==> src/rtl/mips_pkg.sv <==
// Shared constants and encodings for the MIPS32 fetch stage.
package mips_pkg;

   localparam int unsigned ADDR_W    = 12;
   localparam int unsigned DATA_W    = 32;
   localparam logic [11:0] RESET_PC  = 12'h000;
   localparam logic [31:0] NOP_INSTR = 32'h0000_0000;

   typedef enum logic {
      StRun  = 1'b0,
      StHalt = 1'b1
   } fetch_state_e;

   typedef enum logic [1:0] {
      PcHold = 2'd0,
      PcInc  = 2'd1,
      PcLoad = 2'd2
   } pc_sel_e;

endpackage

==> src/rtl/pc_reg.sv <==
// Program counter with next-PC mux, +4 adder and redirect alignment check.
module pc_reg
   import mips_pkg::*;
#(
   parameter int unsigned   AW      = mips_pkg::ADDR_W,
   parameter logic [AW-1:0] RESET_V = mips_pkg::RESET_PC
) (
   input  logic          clk,
   input  logic          rst,
   input  logic [1:0]    pc_sel_i,
   input  logic [AW-1:0] target_i,
   output logic [AW-1:0] pc_o,
   output logic [AW-1:0] pc_plus4_o,
   output logic          target_aligned_o
);

   logic [AW-1:0] pc_q, pc_d;
   logic [AW-1:0] pc_plus4;

   // Wraps modulo 2^AW by construction.
   assign pc_plus4         = pc_q + AW'(4);
   assign target_aligned_o = (target_i[1:0] == 2'b00);
   assign pc_o             = pc_q;
   assign pc_plus4_o       = pc_plus4;

   always_comb begin
      pc_d = pc_q;
      unique case (pc_sel_e'(pc_sel_i))
         PcInc:   pc_d = pc_plus4;
         PcLoad:  pc_d = target_i;
         default: pc_d = pc_q;
      endcase
   end

   always_ff @(posedge clk) begin
      if (rst) begin
         pc_q <= RESET_V;
      end else begin
         pc_q <= pc_d;
      end
   end

endmodule

==> src/rtl/fetch_stage.sv <==
// MIPS32 instruction-fetch stage: owns the PC, drives instruction memory and fills IF/ID.
module fetch_stage
   import mips_pkg::*;
#(
   parameter int unsigned       ADDR_W    = mips_pkg::ADDR_W,
   parameter int unsigned       DATA_W    = mips_pkg::DATA_W,
   parameter logic [ADDR_W-1:0] RESET_PC  = mips_pkg::RESET_PC,
   parameter logic [DATA_W-1:0] NOP_INSTR = mips_pkg::NOP_INSTR
) (
   input  logic              clk,
   input  logic              rst,
   input  logic              stall,
   input  logic              redirect,
   input  logic [ADDR_W-1:0] redirect_pc,
   input  logic              halt_req,
   input  logic              resume,
   output logic [ADDR_W-1:0] imem_addr,
   output logic              imem_wr,
   output logic [DATA_W-1:0] imem_wdata,
   input  logic [DATA_W-1:0] imem_rdata,
   output logic              if_id_valid,
   output logic [DATA_W-1:0] if_id_instr,
   output logic [ADDR_W-1:0] if_id_pc,
   output logic [ADDR_W-1:0] if_id_pc4,
   output logic              halted,
   output logic              misalign_err
);

   fetch_state_e      state_q, state_d;
   logic              valid_q, valid_d;
   logic [DATA_W-1:0] instr_q, instr_d;
   logic [ADDR_W-1:0] ifpc_q, ifpc_d;
   logic [ADDR_W-1:0] ifpc4_q, ifpc4_d;
   logic              err_q, err_d;

   logic [1:0]        pc_sel;
   logic [ADDR_W-1:0] pc, pc_plus4;
   logic              target_aligned;

   pc_reg #(
      .AW      (ADDR_W),
      .RESET_V (RESET_PC)
   ) u_pc_reg (
      .clk              (clk),
      .rst              (rst),
      .pc_sel_i         (pc_sel),
      .target_i         (redirect_pc),
      .pc_o             (pc),
      .pc_plus4_o       (pc_plus4),
      .target_aligned_o (target_aligned)
   );

   assign imem_addr  = pc;
   assign imem_wr    = 1'b0;
   assign imem_wdata = '0;

   always_comb begin
      state_d = state_q;
      pc_sel  = PcHold;
      valid_d = valid_q;
      instr_d = instr_q;
      ifpc_d  = ifpc_q;
      ifpc4_d = ifpc4_q;
      err_d   = err_q;

      unique case (state_q)
         StRun: begin
            if (redirect) begin
               // Wrong-path word is dropped even when decode is stalled.
               valid_d = 1'b0;
               instr_d = NOP_INSTR;
               if (target_aligned) begin
                  pc_sel = PcLoad;
               end else begin
                  err_d   = 1'b1;
                  state_d = StHalt;
               end
            end else if (halt_req) begin
               state_d = StHalt;
               valid_d = 1'b0;
               instr_d = NOP_INSTR;
            end else if (!stall) begin
               pc_sel  = PcInc;
               valid_d = 1'b1;
               instr_d = imem_rdata;
               ifpc_d  = pc;
               ifpc4_d = pc_plus4;
            end
         end
         StHalt: begin
            valid_d = 1'b0;
            instr_d = NOP_INSTR;
            if (redirect) begin
               if (target_aligned) begin
                  pc_sel = PcLoad;
               end else begin
                  err_d = 1'b1;
               end
            end else if (resume && !err_q) begin
               state_d = StRun;
            end
         end
         default: state_d = StRun;
      endcase
   end

   always_ff @(posedge clk) begin
      if (rst) begin
         state_q <= StRun;
         valid_q <= 1'b0;
         instr_q <= NOP_INSTR;
         ifpc_q  <= '0;
         ifpc4_q <= '0;
         err_q   <= 1'b0;
      end else begin
         state_q <= state_d;
         valid_q <= valid_d;
         instr_q <= instr_d;
         ifpc_q  <= ifpc_d;
         ifpc4_q <= ifpc4_d;
         err_q   <= err_d;
      end
   end

   assign if_id_valid  = valid_q;
   assign if_id_instr  = instr_q;
   assign if_id_pc     = ifpc_q;
   assign if_id_pc4    = ifpc4_q;
   assign halted       = (state_q == StHalt);
   assign misalign_err = err_q;

endmodule

==> config.mk <==
export PLATFORM = sky130hd
export DESIGN_NAME = fetch_stage
export DESIGN_NICKNAME = d
export VERILOG_FILES = /design/src/rtl/mips_pkg.sv /design/src/rtl/pc_reg.sv /design/src/rtl/fetch_stage.sv
export SDC_FILE = /design/constraint.sdc
export NUM_CORES = 1
export LEC_CHECK = 0
export ABC_CLOCK_PERIOD_IN_PS = 5000
export CAP_MARGIN = 0
export CORE_MARGIN = 10
export CORE_UTILIZATION = 36
export CTS_CLUSTER_DIAMETER = 120
export DETAILED_ROUTE_END_ITERATION = 10
export GPL_TIMING_DRIVEN = 0
export PLACE_DENSITY = 0.74
export SLEW_MARGIN = 5
export SYNTH_ARGS = -nofsm -noshare
export SYNTH_HDL_FRONTEND = slang
export SYNTH_SLANG_ARGS = --single-unit
==> constraint.sdc <==
create_clock -name clk -period 5 [get_ports clk]
set_input_delay 1 -clock clk [delete_from_list [all_inputs] [get_ports clk]]
set_output_delay 1 -clock clk [all_outputs]
set_load 0.02 [all_outputs]
=== Word-level counts from Yosys, hierarchy flattened ===
Index checks and enable logic that the tools add are counted.

* Input bits: 50
* Bits in registers: 71
* Logic and storage cells: 45

* Add/subtract/negate cells: 1
* Bitwise gates (word level): 5
* Reductions and logical operators: 6
* Equality and inequality tests: 3
* Mux-type cells: 23

{| class="wikitable"
|+ Operators with widths
! kind !! number
|-
| 32-bit two-way mux || 3
|-
| 32-bit case mux with 2 select lines || 1
|-
| 12-bit case mux with 2 select lines || 1
|-
| 12-bit by 3-bit adder with 12-bit output (second input constant) || 1
|-
| 1-bit two-way mux || 12
|-
| 2-bit two-way mux || 3
|-
| 1-bit NOT || 5
|-
| 4-bit != test (second input constant) || 1
|-
| 1-bit case mux with 2 select lines || 2
|-
| 2-bit case mux with 2 select lines || 1
|-
| 4-bit AND reduction || 1
|-
| 2-bit by 1-bit equality test with 1-bit output (second input constant) || 1
|-
| 2-bit equality test (second input constant) || 1
|-
| 2-bit zero test || 1
|-
| 2-bit AND reduction || 1
|-
| 2-bit nonzero test || 1
|-
| 1-bit logical AND || 1
|-
| 1-bit zero test || 1
|}

=== Depth between registers and ports, before layout ===
* Depth after elaboration: 6
* Mapped depth: 9

=== By module ===
From an unflattened synthesis, not the netlist that was laid out.

* Cell total of the unflattened synthesis: 363
* Area, all modules: 3266.9 um^2

{| class="wikitable"
|+ By module, submodules not included
! module !! cells each !! times used !! area each (um^2) !! sequential area each (um^2)
|-
| fetch_stage || 259 || 1 || 2434.8 || 1181.1
|-
| pc_reg || 104 || 1 || 832.0 || 240.2
|}

=== Worst setup path after synthesis ===
No wires, ideal clock.

* Path type: input -> register
* Start point: input stall
* End point: register u_pc_reg.pc_q[9], in the netlist u_pc_reg.pc_o[9]
* Slack: 2.219 ns
* Stages: 9
* Data arrival time: 2.695 ns
* Cells stage by stage: nor4_4 inv_2 clkbuf_1 ha_1 buf_2 buf_1 a21oi_1 a21oi_1 a211oi_1

* Word-level cells in the longest chain between the ends: 6

{| class="wikitable"
|+ RTL lines
! item !! RTL line !! text
|-
| from (decl) || fetch_stage.sv:12 || <nowiki>input logic stall,</nowiki>
|-
| 1-bit two-way mux (*) || fetch_stage.sv:82 || <nowiki>end else if (!stall) begin</nowiki>
|-
| 1-bit two-way mux (*) || fetch_stage.sv:78 || <nowiki>end else if (halt_req) begin</nowiki>
|-
| 2-bit two-way mux (*) || fetch_stage.sv:68 || <nowiki>if (redirect) begin</nowiki>
|-
| 2-bit case mux with 2 select lines (*) || fetch_stage.sv:66 || <nowiki>unique case (state_q)</nowiki>
|-
| 2-bit equality test / 2-bit by 1-bit equality test with 1-bit output (equally long branches) || pc_reg.sv:28 || <nowiki>unique case (pc_sel_e'(pc_sel_i))</nowiki>
|-
| 12-bit case mux with 2 select lines / 2-bit nonzero test (equally long branches) || - ||
|-
| to (signal assigned) || pc_reg.sv:39 || <nowiki>pc_q <= pc_d;</nowiki>
|-
| to (decl) || pc_reg.sv:17 || <nowiki>logic [AW-1:0] pc_q, pc_d;</nowiki>
|}

Mark *: on every way between the ends. The rest lies on a longest branch, timed or not.
A chain may end at the register's enable or synchronous reset.

=== Final worst setup path ===
* Start point: input redirect
* End point: register u_pc_reg.pc_q[2], in the netlist u_pc_reg.pc_o[2]

* Word-level cells in the longest chain between the ends: 4

{| class="wikitable"
|+ RTL lines
! item !! RTL line !! text
|-
| from (decl) || fetch_stage.sv:13 || <nowiki>input logic redirect,</nowiki>
|-
| 2-bit two-way mux (on tied branches) || fetch_stage.sv:93, fetch_stage.sv:68 ||
|-
| 2-bit case mux with 2 select lines (*) || fetch_stage.sv:66 ||
|-
| 2-bit equality test / 2-bit by 1-bit equality test with 1-bit output (equally long branches) || pc_reg.sv:28 ||
|-
| 12-bit case mux with 2 select lines / 2-bit nonzero test (equally long branches) || - ||
|}

Marked as above.

==> metrics.txt <==
clk_lat worst skew=0.34 ns; TritonRoute pass-1 iters=4; final net count=558; via-per-instance ratio=4.713; first-pass GRT wire length=15250 um; GR Util met2=25.16%; Placed Area=4409 sq um; Min-Delay Endpoint=if_id_pc[7]; Initial Util=36.47%; CTS resizes=0; Leakage=0.001767 uW; WS Path Type=in2reg; H-tree depth=3; WL final=9490 um; ANT cells=0; Syn Inst Count=344; CP required=5.22 ns; RSZ-0062 raised after global routing=false; dominant cells by area after synthesis=dfxtp_1 (47%), buf_4 (9.6%), a22oi_1 (8.9%); routing usage on met1=15.83%; maxcap violations=0; post-route ant nets=0; count of state elements after synthesis=69; sequential power share=45.3%; startpoint class of the critical path=input pin; setup violators final=0; DP Worst Slack=1.034 ns; Global Route Usage Sum=14.98%; Worst R2R Path Depth=9; synthesized area per cell=8.624 sq um; Sw Pwr=329.8 uW; GRT Max-Usage Layer=met2; Distinct cells, synth=34; status=completed; Synth top area share=46.56%; synth warn=0; setup tns final=0 ns; Max rail drop VDD=0.1723 mV; clk sink count=69; Reg2Reg Launch Point=halted; Hold Buf Count CTS=0; pin count of the biggest net entering global routing=13; Clock transition at path regs=0.08 ns; number of global-route vias before repair=3006; PortBufs=119; Post CTS Setup Buffer Count=0; register area share after synthesis=46.56%; M3 GR Usage=8.117%; post-layout min period=3.676 ns; core area=8134 sq um; wire per inst=15.41 um; final hold vios=0; Cell Area, Synth=2967 sq um; hpwl dp=7357 um; crit path DAT=3.89 ns; HP Class=reg2reg; hold path depth=2; Synth area leader=dfxtp_1; Rows=33; share of layout cells above drive strength 1=12.72%; overall power=1270 uW; clock skew=0.008134 ns; async set-reset flop share out of synthesis=0%; Logic pwr share=15.7%; Layout Utilization=56.85%; final worst setup slack=1.324 ns; ys flop type=dfxtp_1; Tightest Pin Transition=0.6020 ns; leading cell types in the layout, fill and taps excluded=clkdlybuf4s50_1 (119), dfxtp_1 (69), nor2_1 (53), buf_4 (38), a22oi_1 (35); Chip Height=110.8 um; Root Buffer=clkbuf_8; largest fanout on the critical path=10; total number of vias=2903; CTS tree=done; Clock power frac=39.0%; chip width=110.8 um; worst hold start=if_id_pc[7]; Boundary Pins=154; DR iter-0 viols=113; Max transition margin=59.76%; Int Pwr=939.8 uW; Slew Viols, Final=0; pwr/cell area=274.5 nW/um^2; crit end category=flip-flop; Reg-to-Reg End=u_pc_reg.pc_o[2]; commonest non-fill, non-tap cell in the layout=clkdlybuf4s50_1; worst reg-to-reg setup slack=2.12 ns; CTS Buffer Depth=2; # DRC=0; initial antenna violation count=0; gpl congestion=0.8298; Sw Ratio=25.97%; grt total ovfl=0; EDFF count, synth=0; synthesis-to-finish area growth=55.88%; die area=12270 sq um; post-route design area=4624 sq um; TritonCTS Buffers=9; crit share post-route=73.53%; Fmax=0.2720 GHz
logic make-up after synthesis:
family	Yosys count	share of synthesized area [%]
and+or+nand+nor	104	15.82
AOI/OAI and AO/OA	85	18.77
buffers and inverters	71	14.17
DFF	69	46.56
xor gates and xnor gates	8	2.362
muxes	4	1.350
adders and majority gates	2	0.8434
other	1	0.1264
Yosys cell counts, types with 3 or more instances:
master	instances
buf_4	38
mux2i_1	4
nand3_1	3
nand2_1	30
nor2b_1	3
dfxtp_1	69
a31oi_1	4
xor2_1	6
nand4_1	3
inv_1	6
o21ai_0	5
buf_2	9
a22oi_1	35
nor2_1	53
clkbuf_1	16
a21oi_1	26
a211oi_1	12
metal layers:
layer	wire, um	share of wire [%]	up-vias
li1	-	-	1438
met1	3690	39	1316
met2	4460	47	138
met3	1223	13	11
met4	115	1.2	0
met5	0	0	-
final cells by class:
type	count	area, sq um
fill	740	3510
sequential	69	1381
multi-input combinational	236	1285
buffer	64	394.1
inverter	7	26.28
clock buffer	10	127.6
timing repair buffer	119	1191
tap	105	131.4
clock inverter	6	87.58
how the worst max path moves through the flow:
| stage | start | endpoint | slack [ns] | depth (start not counted) |
|---|---|---|---|---|
| 6_report | redirect | u_pc_reg.pc_o[2] | 1.32 | 10 |
| 5_1_grt | redirect | u_pc_reg.pc_o[2] | 1.09 | 10 |
| 3_5_place_dp | redirect | u_pc_reg.pc_o[9] | 1.03 | 10 |
| 4_1_cts | redirect | u_pc_reg.pc_o[2] | 1.31 | 10 |
| 3_3_place_gp | redirect | u_pc_reg.pc_o[9] | 1.12 | 10 |
| 2_1_floorplan | stall | u_pc_reg.pc_o[9] | 2.22 | 9 |
worst max-delay path, cell delays in order:
cell,delay (ns)
clkdlybuf4s50_1,0.63
nor4_4,0.13
inv_2,0.12
clkbuf_1,0.44
ha_1,0.32
buf_2,0.25
buf_1,0.46
nor3_1,0.11
a221oi_1,0.35
nor2_1,0.07
metrics by stage:
step / hold slack (ns) / cells
final: 0.4556 / 616
after global routing: 0.4848 / 616
after CTS: 0.4582 / 616
after detailed placement: 0.4472 / 600
after global placement: 0.4440 / 600
after floorplan: 0.4446 / 376
power groups by stage:
stage	logic, uW	registers, uW	clock network (uW)
2_1_floorplan	95.5	601	0
3_3_place_gp	195	587	0
3_5_place_dp	197	588	0
4_1_cts	198	575	507
5_1_grt	215	577	532
6_report	199	575	495
flip-flops by register name, indices dropped and copies added, names as in the netlist:
| signal | flops |
|---|---|
| if_id_instr | 32 |
| if_id_pc | 12 |
| u_pc_reg.pc_o | 12 |
| if_id_pc4 | 10 |
| halted | 1 |
| if_id_valid | 1 |
| misalign_err | 1 |
(Power assumes the default switching activity.)
